**src/rtl/store_narrow_buf.sv**
```systemverilog
// Store-side narrowing write buffer: byte/half/word lane replication, byte enables, DEPTH-entry FIFO to DM.
// Optional ALIGN_EXC_EN: drop misaligned/reserved stores and pulse align_err instead of queueing them.
module store_narrow_buf #(
    parameter int DEPTH = 4,
    parameter int CW    = 3
) (
    input  logic          clk,
    input  logic          reset,
    input  logic          st_valid,
    output logic          st_ready,
    input  logic [31:0]   st_addr,
    input  logic [31:0]   st_data,
    input  logic [1:0]    st_size,
    output logic          mem_valid,
    input  logic          mem_ready,
    output logic [31:0]   mem_addr,
    output logic [31:0]   mem_wdata,
    output logic [3:0]    mem_be,
    output logic [CW-1:0] count,
    output logic          align_err
);
    localparam int PW = $clog2(DEPTH);

    logic [31:0]   r_addr_mem  [DEPTH];
    logic [31:0]   r_wdata_mem [DEPTH];
    logic [3:0]    r_be_mem    [DEPTH];
    logic [PW-1:0] r_wr_ptr;
    logic [PW-1:0] r_rd_ptr;
    logic [CW-1:0] r_count;
    logic          r_align_err;

    logic [31:0] w_waddr;
    logic [31:0] w_wdata;
    logic [3:0]  w_be;
    logic        w_misalign;
    logic        w_full;
    logic        w_accept;
    logic        w_push;
    logic        w_pop;

    // Narrow the register value and replicate it so the enabled lanes carry the data.
    always_comb begin
        w_waddr = {st_addr[31:2], 2'b00};
        w_wdata = st_data;
        w_be    = 4'b1111;
        case (st_size)
            2'b00: begin
                w_wdata = {4{st_data[7:0]}};
                w_be    = 4'b0001 << st_addr[1:0];
            end
            2'b01: begin
                w_wdata = {2{st_data[15:0]}};
                w_be    = st_addr[1] ? 4'b1100 : 4'b0011;
            end
            default: begin
                w_wdata = st_data;
                w_be    = 4'b1111;
            end
        endcase
    end

`ifdef ALIGN_EXC_EN
    assign w_misalign = ((st_size == 2'b01) && st_addr[0])
                     || ((st_size == 2'b10) && (st_addr[1:0] != 2'b00))
                     || (st_size == 2'b11);
`else
    assign w_misalign = 1'b0;
`endif

    assign w_full    = (r_count == CW'(DEPTH));
    assign st_ready  = reset && !w_full;
    assign mem_valid = (r_count != '0);
    assign w_accept  = st_valid && st_ready;
    assign w_push    = w_accept && !w_misalign;
    assign w_pop     = mem_valid && mem_ready;

    // Storage is not reset: the pointers and count alone decide what is live.
    generate
        for (genvar gi = 0; gi < DEPTH; gi++) begin : g_entry
            always_ff @(posedge clk) begin
                if (w_push && (r_wr_ptr == PW'(gi))) begin
                    r_addr_mem[gi]  <= w_waddr;
                    r_wdata_mem[gi] <= w_wdata;
                    r_be_mem[gi]    <= w_be;
                end
            end
        end
    endgenerate

    always_ff @(posedge clk) begin
        if (!reset) begin
            r_wr_ptr    <= '0;
            r_rd_ptr    <= '0;
            r_count     <= '0;
            r_align_err <= 1'b0;
        end else begin
            if (w_push) begin
                r_wr_ptr <= r_wr_ptr + PW'(1);
            end
            if (w_pop) begin
                r_rd_ptr <= r_rd_ptr + PW'(1);
            end
            case ({w_push, w_pop})
                2'b10:   r_count <= r_count + CW'(1);
                2'b01:   r_count <= r_count - CW'(1);
                default: r_count <= r_count;
            endcase
            r_align_err <= w_accept && w_misalign;
        end
    end

    assign mem_addr  = mem_valid ? r_addr_mem[r_rd_ptr]  : 32'd0;
    assign mem_wdata = mem_valid ? r_wdata_mem[r_rd_ptr] : 32'd0;
    assign mem_be    = mem_valid ? r_be_mem[r_rd_ptr]    : 4'd0;
    assign count     = r_count;
    assign align_err = r_align_err;

endmodule

```
**config.mk**
```make
export PLATFORM = sky130hd
export DESIGN_NAME = store_narrow_buf
export DESIGN_NICKNAME = d
export VERILOG_FILES = /design/src/rtl/store_narrow_buf.sv
export SDC_FILE = /design/constraint.sdc
export NUM_CORES = 1
export LEC_CHECK = 0
export BUFFER_PORTS_ARGS = -buffer_cell sky130_fd_sc_hd__buf_2
export CORE_MARGIN = 3
export CORE_UTILIZATION = 40
export DETAILED_ROUTE_END_ITERATION = 10
export PLACE_DENSITY_LB_ADDON = 0.3
export SKIP_CTS_REPAIR_TIMING = 1
export SLEW_MARGIN = 10
export SYNTH_ARGS = -nofsm -noshare
export SYNTH_HDL_FRONTEND = slang
export SYNTH_SLANG_ARGS = --single-unit
```
**constraint.sdc**
```tcl
create_clock -name clk -period 2.7 [get_ports clk]
set_input_delay 0 -clock clk [delete_from_list [all_inputs] [get_ports clk]]
set_output_delay 0 -clock clk [all_outputs]
set_load 0.05 [all_outputs]
```
==> impl_metrics.ini <==
[timing]
min_period_ns = 2.38
fin_setup_tns_ns = 0
rsz0062_at_grt = false
skew_ns = 0.00781
maxSlewViolCount = 0
period_share_pct = 88.3
hold_viol_final = 9
relSlewSlack_pct = 47.7
setup_viol = 0
tightest_slew_ns = 0.782
max_freq_ghz = 0.420
hold_ws_ns = -0.0244

[pwr]
sw_frac_of_total_pct = 35.9
internal_power_w = 0.00862
pwr-share-comb_pct = 34.6
power_switching_w = 0.00483
power_frac_seq_pct = 37.5
p_leak_nw = 4.74
p_clk_share_pct = 27.9
powerDensity_nw_per_um2 = 991
peakVddDrop_uv = 597

[floorplan]
die_h_um = 171
dieArea_um2 = 29200
fp-row-count = 59
design.core.area_um2 = 26400
io_pins = 144
die_w_um = 171
initial_core_util_pct = 41.2

[cells_and_area]
final_cell_mix = edfxtp_1 (264), buf_2 (140), and2_1 (70), mux4_2 (66), dlygate4sd3_1 (65)
nets = 824
area_growth_pct = 25.1
fillCellCount = 2136
final_common_cell = edfxtp_1
final_core_util_pct = 51.5
diodes = 0
drive_gt1_share_pct = 36.8
seqCellArea_um2 = 8120
final_cells = 1103
multi_input_area_um2 = 2570

[route]
first_pass_iters = 5
drt_iter0_drc = 322
drt_wl_total_um = 23200
viasPerCell = 5.19
ant_nets = 0
vias = 5725
drc = 0
avgRoutedWirePerCell_um = 21.0

[cts]
cts.htree.levels = 1
clockBufferDepth = 3
clock_sinks = 273
cts_made_buffers = 28
cts_tree = yes
cts_root_buf = clkbuf_16
clk-insertion-delay-late_ns = 0.54
clk_pin_slew_ns = 0.06

[synthesis]
ys_seq_area_share_pct = 74.7
synth_seq_cells = 273
synth_area_um2 = 10900
yosys_warnings = 0
syn-mean-instance-area_um2 = 20.6
netlist_instances = 526
synth.distinct_cells = 27

[status]
violations = hold timing
outcome = finished with violations

[grt]
grt_overflow = 0
grt_pass1_vias = 6022
antenna_found_initial = 0
track_usage_pct = 15.5
grt_max_degree = 69
grt_pass1_wl_um = 34700

[critical_path]
crit_type = register to output port
start_kind = register
worstReg2RegEnd = count[2]
r2r_cells = 10
cp_max_fo = 66
crit-reg2reg-launch = count[1]
cp.required_ns = 2.70
cp.arrival_ns = 2.38
cp-endpoint = mem_wdata[4]
r2r_slack_ns = 0.46
end_kind = output port

[min_path]
hold_path.class = input port to register

[placed_design]
io_buffers = 140
dp.cells = 988
place_hpwl_um = 13600
gp_congestion = 0.798

[flow_run]
drv_cap = 0
per-layer routing:
metal,vias to the layer above,share of wire [%],GRT usage (%)
met5,-,0,0
li1,2539,-,-
met4,0,1.7,3.35
met3,27,6.6,3.72
met2,198,48,25.1
met1,2961,44,21.8
through the flow:
step	setup slack [ns]	area (µm²)	power [W]	hold slack, ns
floorplan	0.168	10900	0.00866	0.0989
global placement	0.688	12000	0.00973	0.213
detailed placement	0.517	12000	0.00979	0.221
CTS	0.257	12900	0.0136	-0.341
global route	0.188	13600	0.0140	0.00256
finish	0.317	13600	0.0135	-0.0244
power groups by stage:
stage	clock network [W]	logic, W	registers [W]
finish	0.00376	0.00465	0.00505
global route	0.00401	0.00496	0.00507
CTS	0.00387	0.00467	0.00505
detailed placement	0	0.00466	0.00514
global placement	0	0.00462	0.00511
floorplan	0	0.00351	0.00515
worst max-delay path: stages, from the launching register on:
cell and delay, ns:
dfxtp_4 0.35, buf_12 0.41, mux4_2 0.57, and2_1 0.20, buf_2 0.22
cells in the mapped netlist (all sizes together):
master | instances | area (µm²)
nor2b | 1 | 6.26
clkbuf | 13 | 48.8
o21bai | 4 | 30.0
o21ai | 12 | 60.1
a21oi | 1 | 5.00
xor2 | 1 | 8.76
and2 | 74 | 463
edfxtp | 264 | 7930
nand4b | 1 | 8.76
a21boi | 2 | 15.0
or3 | 2 | 17.5
o311ai | 1 | 8.76
dfxtp | 9 | 180
nor2 | 3 | 11.3
fa | 1 | 20.0
buf | 16 | 119
mux4 | 66 | 1490
nand2 | 13 | 48.8
mux2 | 16 | 180
conb | 1 | 3.75
inv | 8 | 30.0
mux2i | 10 | 100
ha | 5 | 62.6
xnor2 | 2 | 17.5
worst min-delay path by stage:
stage | from | end | slack [ns] | depth (start not counted)
floorplan | st_addr[2] | r_addr_mem[0][0] | 0.1 | 0
global placement | st_addr[5] | r_addr_mem[0][3] | 0.21 | 1
detailed placement | st_addr[5] | r_addr_mem[1][3] | 0.22 | 1
CTS | st_addr[31] | r_addr_mem[0][29] | -0.34 | 1
global route | st_data[27] | r_wdata_mem[2][27] | 0.003 | 3
finish | st_valid | r_wr_ptr[1] | -0.02 | 5
state kept, by name, summed over array words and instances (netlist names), named ones only:
signal and count:
r_wdata_mem 128, r_addr_mem 120, r_wr_ptr 2, count 3, r_rd_ptr 2, r_be_mem 16
cells by family after synthesis:
| family | Yosys count | synth area share [%] |
|---|---|---|
| AO/OA/AOI/OAI | 20 | 1.09 |
| XOR/XNOR | 3 | 0.242 |
| adder cells (fa/ha/maj) | 6 | 0.760 |
| buffers and inverters | 37 | 1.82 |
| flip-flops | 273 | 74.7 |
| multiplexers | 92 | 16.3 |
| other | 1 | 0.0345 |
| AND/OR/NAND/NOR | 94 | 5.12 |
area by class of cell:
| class | instances | share of cell area (%) |
|---|---|---|
| Timing Repair Buffer | 219 | 11.3 |
| Sequential cell | 273 | 59.8 |
| Clock buffer | 41 | 6.14 |
| Inverter | 8 | 0.221 |
| Multi-Input combinational cell | 218 | 18.9 |
| Clock inverter | 9 | 0.590 |
| Tap cell | 335 | 3.09 |
Note: power is estimated with default switching activity, not from simulation.
